### src/rtl/ldst_unit.sv
// Load/store unit: one word or byte access on a synchronous memory bus with a
// ready handshake, zero-extended load data, and error reporting.
module ldst_unit #(
  parameter int unsigned TIMEOUT = 15
) (
  input  logic        clk,
  input  logic        rst,
  input  logic        req,
  input  logic        we,
  input  logic        byte_s,
  input  logic [31:0] addr,
  input  logic [31:0] w_data,
  output logic        busy,
  output logic        done,
  output logic [31:0] r_data,
  output logic [1:0]  err,
  output logic        mem_en,
  output logic        mem_we,
  output logic [3:0]  mem_be,
  output logic [31:0] mem_addr,
  output logic [31:0] mem_wdata,
  input  logic [31:0] mem_rdata,
  input  logic        mem_ready
);

  typedef enum logic [1:0] {IDLE, ACCESS, DONE} state_t;

  localparam logic [1:0] ERR_OK    = 2'b00;
  localparam logic [1:0] ERR_ALIGN = 2'b01;
  localparam logic [1:0] ERR_BUS   = 2'b10;
  localparam logic [7:0] TIMEOUT_C = 8'(TIMEOUT);

  state_t      state_q, state_d;
  logic [7:0]  cnt_q, cnt_d;
  logic [1:0]  lane_q, lane_d;
  logic        we_q, we_d;
  logic        byte_q, byte_d;
  logic        busy_q, busy_d;
  logic        done_q, done_d;
  logic [1:0]  err_q, err_d;
  logic [31:0] r_data_q, r_data_d;
  logic        mem_en_q, mem_en_d;
  logic        mem_we_q, mem_we_d;
  logic [3:0]  mem_be_q, mem_be_d;
  logic [31:0] mem_addr_q, mem_addr_d;
  logic [31:0] mem_wdata_q, mem_wdata_d;
  logic [7:0]  rd_byte;

  always_comb begin
    case (lane_q)
      2'd0:    rd_byte = mem_rdata[7:0];
      2'd1:    rd_byte = mem_rdata[15:8];
      2'd2:    rd_byte = mem_rdata[23:16];
      default: rd_byte = mem_rdata[31:24];
    endcase
  end

  always_comb begin
    // NOTE: every _d gets a default first so no path leaves it unassigned (no latches).
    state_d     = state_q;
    cnt_d       = cnt_q;
    lane_d      = lane_q;
    we_d        = we_q;
    byte_d      = byte_q;
    busy_d      = busy_q;
    done_d      = 1'b0;
    err_d       = err_q;
    r_data_d    = r_data_q;
    mem_en_d    = mem_en_q;
    mem_we_d    = mem_we_q;
    mem_be_d    = mem_be_q;
    mem_addr_d  = mem_addr_q;
    mem_wdata_d = mem_wdata_q;

    unique case (state_q)
      IDLE: begin
        if (req) begin
          lane_d      = addr[1:0];
          we_d        = we;
          byte_d      = byte_s;
          mem_addr_d  = {addr[31:2], 2'b00};
          mem_wdata_d = byte_s ? {4{w_data[7:0]}} : w_data;
          busy_d      = 1'b1;
          if (!byte_s && addr[1:0] != 2'b00) begin
            state_d = DONE;
            done_d  = 1'b1;
            err_d   = ERR_ALIGN;
          end else begin
            state_d  = ACCESS;
            cnt_d    = '0;
            mem_en_d = 1'b1;
            mem_we_d = we;
            mem_be_d = byte_s ? (4'b0001 << addr[1:0]) : 4'hF;
          end
        end
      end
      ACCESS: begin
        // Ready wins over the timeout on the same edge.
        if (mem_ready) begin
          state_d  = DONE;
          done_d   = 1'b1;
          err_d    = ERR_OK;
          mem_en_d = 1'b0;
          mem_we_d = 1'b0;
          mem_be_d = 4'h0;
          if (!we_q) r_data_d = byte_q ? {24'b0, rd_byte} : mem_rdata;
        end else if (cnt_q + 8'd1 == TIMEOUT_C) begin
          state_d  = DONE;
          done_d   = 1'b1;
          err_d    = ERR_BUS;
          mem_en_d = 1'b0;
          mem_we_d = 1'b0;
          mem_be_d = 4'h0;
        end else begin
          cnt_d = cnt_q + 8'd1;
        end
      end
      DONE: begin
        state_d = IDLE;
        busy_d  = 1'b0;
      end
      default: state_d = IDLE;
    endcase
  end

  // NOTE: sequential state uses non-blocking assignments only.
  always_ff @(posedge clk or posedge rst) begin
    if (rst) begin
      state_q     <= IDLE;
      cnt_q       <= '0;
      lane_q      <= '0;
      we_q        <= 1'b0;
      byte_q      <= 1'b0;
      busy_q      <= 1'b0;
      done_q      <= 1'b0;
      err_q       <= '0;
      r_data_q    <= '0;
      mem_en_q    <= 1'b0;
      mem_we_q    <= 1'b0;
      mem_be_q    <= '0;
      mem_addr_q  <= '0;
      mem_wdata_q <= '0;
    end else begin
      state_q     <= state_d;
      cnt_q       <= cnt_d;
      lane_q      <= lane_d;
      we_q        <= we_d;
      byte_q      <= byte_d;
      busy_q      <= busy_d;
      done_q      <= done_d;
      err_q       <= err_d;
      r_data_q    <= r_data_d;
      mem_en_q    <= mem_en_d;
      mem_we_q    <= mem_we_d;
      mem_be_q    <= mem_be_d;
      mem_addr_q  <= mem_addr_d;
      mem_wdata_q <= mem_wdata_d;
    end
  end

  assign busy      = busy_q;
  assign done      = done_q;
  assign err       = err_q;
  assign r_data    = r_data_q;
  assign mem_en    = mem_en_q;
  assign mem_we    = mem_we_q;
  assign mem_be    = mem_be_q;
  assign mem_addr  = mem_addr_q;
  assign mem_wdata = mem_wdata_q;

endmodule

### config.mk
export PLATFORM = sky130hd
export DESIGN_NAME = ldst_unit
export DESIGN_NICKNAME = d
export VERILOG_FILES = /design/src/rtl/ldst_unit.sv
export SDC_FILE = /design/constraint.sdc
export NUM_CORES = 1
export LEC_CHECK = 0
export CORE_ASPECT_RATIO = 2
export CORE_MARGIN = 2
export CORE_UTILIZATION = 47
export CTS_CLUSTER_DIAMETER = 200
export DETAILED_ROUTE_END_ITERATION = 8
export PLACE_DENSITY = 0.9
export REMOVE_ABC_BUFFERS = 1
export SLEW_MARGIN = 15
export SYNTH_ARGS = -nofsm -noshare
export SYNTH_HDL_FRONTEND = slang
export SYNTH_SLANG_ARGS = --single-unit
### constraint.sdc
create_clock -name clk -period 8.67 [get_ports clk]
set_clock_uncertainty 0.2 [all_clocks]
set_input_delay 2.601 -clock clk [delete_from_list [all_inputs] [get_ports clk]]
set_output_delay 2.601 -clock clk [all_outputs]
set_load 0.03 [all_outputs]
# Word-level counts from Yosys, hierarchy flattened
# Cells that the tools add are included.
[totals]
register_bits = 118
in_bits = 102
[classes]
addsub = 1
eq_ne = 11
shifts = 1
mux = 38
bitwise = 1
n_reduce_logical = 14
[op_table]
columns = ["cell", "count"]
rows = [
  ["$mux 32", 2],
  ["$mux 8", 4],
  ["$pmux 8 s3", 1],
  ["$mux 4", 5],
  ["$pmux 8 s2", 1],
  ["$mux 2", 7],
  ["$mux 1", 11],
  ["$ne 2x2->1 const B", 5],
  ["$add 8x1->8 const B", 1],
  ["$eq 8x4->1 const B", 1],
  ["$pmux 1 s2", 4],
  ["$pmux 2 s2", 2],
  ["$pmux 4 s2", 1],
  ["$reduce_and 4->1", 2],
  ["$reduce_and 2->1", 3],
  ["$reduce_bool 2->1", 3],
  ["$reduce_and 5->1", 1],
  ["$eq 2x1->1 const B", 2],
  ["$eq 2x2->1 const B", 2],
  ["$logic_not 2->1", 2],
  ["$shl 1x2->4 const A", 1],
  ["$ne 3x3->1 const B", 1],
  ["$reduce_and 3->1", 1],
  ["$logic_and 1x1->1", 1],
  ["other kinds (2)", 2],
]

# Longest topological paths before layout
[depth]
word_depth = 5
ltp_mapped = 7
mapped_depth_nobuf = 6

# Least setup slack after synthesis
# OpenSTA, ideal clock, no wires.
[synth_path]
kind = "input-to-reg"
start = "input mem_ready"
end = "register r_data_q[0], in the netlist r_data[0]"
setup_time_ns = 0.134
arrival_ns = 3.689
t_required_ns = 8.336
setup_slack_ns = 4.647
path_stages = 7
path_buffers = 3
path_cell_list = "buf_2 inv_1 or3_1 buf_2 clkbuf_1 nand2_1 o21ai_0"
[synth_via]
elab_chain_cells = 1
[synth_lines]
columns = ["item", "line", "text"]
rows = [
  ["start: declaration", "23", "input logic mem_ready"],
  ["$reduce_and 3->1 (no line)", "--", ""],
  ["end signal: assignment", "152", "r_data_q <= r_data_d;"],
  ["end: declaration", "41", "logic [31:0] r_data_q, r_data_d;"],
]
# No other way between the ends.
# A chain may end at the register's enable or synchronous reset.

# Worst setup path in the final report
[layout_path]
start = "input req"
end = "register mem_be_q[3], in the netlist mem_be[3]"
[layout_via]
elab_chain_cells = 2
[layout_lines]
columns = ["item", "line", "text"]
rows = [
  ["start: declaration", "8", "input logic req,"],
  ["$ne 2x2->1 (no line)", "--", ""],
  ["$reduce_and 4->1 (no line)", "--", ""],
  ["end signal: assignment", "155", "mem_be_q <= mem_be_d;"],
  ["end: declaration", "44", "logic [3:0] mem_be_q, mem_be_d;"],
]
# No other way between the ends.

==> flow_summary.toml <==
[die]
chipHeight_microns = 152.6
num_rows = 54
die_area_sq_um = 11950
start_util_pct = 48.01
fp.dieW_microns = 78.31
ioPinCount = 208
core-area_sq_um = 10810

[timing]
finalSetupViolCount = 0
min_period_ns = 4.936
grt_setup_unrepaired = "no"
hold-worst-slack_ns = 0.2790
max_slew_margin_pct = 30.91
tns_ns = 0
setup_ws_ns = 3.734
worstMarginPinSlew_ns = 1.036
max_freq_ghz = 0.2026
finalHoldViolCount = 0
drv_slew = 0
finalCritPeriodShare_pct = 56.93

[placement]
place_inst = 795
port_buffers = 205
dp_hpwl_mm = 10.42
gp_congestion = 0.8118
place_area_sq_um = 7313
pre_cts_ws_ns = 3.294

[grt]
grtUsageTotal_pct = 25.11
grt_max_degree = 99
grt_overflow = 0
antenna_found_initial = 0
grt_pass1_vias = 4874
grt_pass1_wl_mm = 23.17

[routing]
drt-vias-per-instance = 5.291
drc = 0
wl_per_cell_microns = 17.38
wl_met3_microns = 860
vias = 4376
drt_first_pass_iters = 4
met2RoutedLength_mm = 8.123
top_layer_used = "met4"
drtAntennaViolNets = 0
wl_met1_mm = 4.700
drt-initial-drc-count = 234
routed_wl_mm = 14.38

[synthesis]
synth_edf_count = 0
synth_cell_types = 38
syn_inst = 479
ys_async_sr_fraction_pct = 100.0
synthFlopType = "dfrtp_1"
synth-seq-cells = 118
yosysSeqAreaShare_pct = 56.89
syn-cell-area_sq_um = 5190
ys_warn_count = 0
syn_avg_cell_area_sq_um = 10.84

[worst_hold_path]
hold_path_class = "reg -> reg"

[worst_setup_path]
slowest_stage = "buf_4"
critPathKind = "in -> reg"
cp_cell_sequence = "clkdlybuf4s50_1 -> nor3b_2 -> buf_4 -> o21ai_0 -> o21ai_0 -> a21oi_2 -> a22o_1"
worstSetupEndpoint = "mem_be[3]$_DFFE_PP0P_"
end_kind = "flip-flop"
r2r_slack_ns = 5.94
cpMostUsedCell = "o21ai_0"
r2r-start = "state_q[1]$_DFFE_PP0P_"
arrival_ns = 5.02
reg2reg_depth = 6
crit_start = "req"
r2r-end = "mem_be[3]$_DFFE_PP0P_"
critical-path-max-stage-delay_ns = 0.76
startpoint_type = "input port"
critPathMaxFanout = 98
critPathRequiredTime_ns = 8.75

[clocking]
hold_buffers = 0
clk_path_buf_depth = 2
cts.htree.levels = 4
cts_setup_buffers = 0
cts_sinks = 118
cts-root-buf = "clkbuf_16"
path_clk_slew_ns = 0.05
ctsResizeCount = 0
numCtsBuffers = 17
insertion_delay_ns = 0.40
cts_tree = "built"

[final_layout]
final_common_cell = "clkdlybuf4s50_1"
final_area_sq_um = 7928
fill_cells = 743
drive_gt1_share_pct = 13.39
nets = 778
finalNonFillerCells = 827
layout_common_cells = "clkdlybuf4s50_1, dfrtp_1, nand2_1"
area_delta_synth_final_pct = 52.75
n_antenna_cell = 0
fin_util_pct = 73.33

[run_status]
outcome = "complete, no violations"

[power_and_ir_drop]
finalPower_mw = 2.797
leakage_nw = 3.400
powerDensity_nw_per_um2 = 352.9
irDropWorstVdd_mv = 0.2261

[job]
max_cap_viol_count = 0
-- cells by family (layout without fill, tap and decap cells) --
logic type               count (synthesis)  in the layout  share of synthesized area, %
AO/OA/AOI/OAI                          101            101                         11.55
XOR/XNOR                                 4              4                        0.6751
adder cells (fa/ha/maj)                  2              2                        0.4821
buffers and inverters                   43            250                         3.351
flip-flops                             118            118                         56.89
multiplexers                            79             79                         16.42
other                                    1              2                       0.07225
AND/OR/NAND/NOR                        131            131                         10.56
-- synthesized netlist by cell type, types with 2 or more instances --
cell type    n  share of area [%]
buf_2        4               0.39
inv_1        8               0.58
nand3_1      5               0.48
nor3_1       2               0.19
nor3b_1      2               0.29
dfrtp_1    118                 57
nor2_1      33                2.4
mux2_2      49                 11
xor2_1       2               0.34
buf_4        2               0.29
xnor2_1      2               0.34
ha_1         2               0.48
a22oi_1      8                1.2
o2bb2ai_1    6                1.0
mux2i_1     30                5.8
clkbuf_1    26                1.9
buf_1        2               0.14
nand2_1     81                5.9
nor2b_1      2               0.24
a22o_1       4               0.67
o21ai_0     45                4.3
o22ai_1      2               0.24
a21oi_1     29                2.8
-- power breakdown --
group / switching (mW) / internal, mW
combinational: 0.666 / 0.509
sequential: 0.148 / 0.750
clock: 0.244 / 0.481
-- worst min path at each step --
stage / cells after the start / end / slack [ns] / startpoint
6_report: 2 / r_data[14]$_DFFE_PP0P_ / 0.28 / r_data[14]$_DFFE_PP0P_
3_5_place_dp: 2 / r_data[16]$_DFFE_PP0P_ / 0.27 / r_data[16]$_DFFE_PP0P_
5_1_grt: 2 / r_data[22]$_DFFE_PP0P_ / 0.30 / r_data[22]$_DFFE_PP0P_
4_1_cts: 2 / r_data[16]$_DFFE_PP0P_ / 0.28 / r_data[16]$_DFFE_PP0P_
2_1_floorplan: 1 / we_q$_DFFE_PP0P_ / 0.27 / we_q$_DFFE_PP0P_
3_3_place_gp: 2 / r_data[28]$_DFFE_PP0P_ / 0.26 / r_data[28]$_DFFE_PP0P_
-- routing by layer --
layer / vias up / GRT usage (%)
met2: 199 / 45.28
met5: - / 0
met4: 0 / 14.62
met3: 51 / 7.524
met1: 2080 / 24.65
li1: 2046 / -
-- critical path: cells and delay by family --
| family | cells | cell delay (ns) |
|---|---|---|
| AND/OR/NAND/NOR | 1 | 0.15 |
| AO/OA/AOI/OAI | 4 | 1.02 |
| buffers and inverters | 2 | 1.23 |
-- state kept, by name (all words and copies together), names as in the netlist, 2 cells and up --
name and count:
err 2, lane_q 2, mem_wdata 32, mem_addr 30, state_q 2, mem_be 4, cnt_q 8, r_data 32
-- final cells by class --
| class | count | area (sq um) | area share [%] |
|---|---|---|---|
| Timing Repair Buffer | 209 | 2077 | 26.20 |
| Sequential cell | 118 | 2953 | 37.25 |
| Inverter | 9 | 36.28 | 0.4577 |
| Tap cell | 140 | 175.2 | 2.210 |
| Multi-Input combinational cell | 319 | 2072 | 26.14 |
| Clock buffer | 20 | 436.7 | 5.508 |
| Clock inverter | 12 | 177.7 | 2.241 |
No activity file was read; power rests on OpenSTA's default activity.
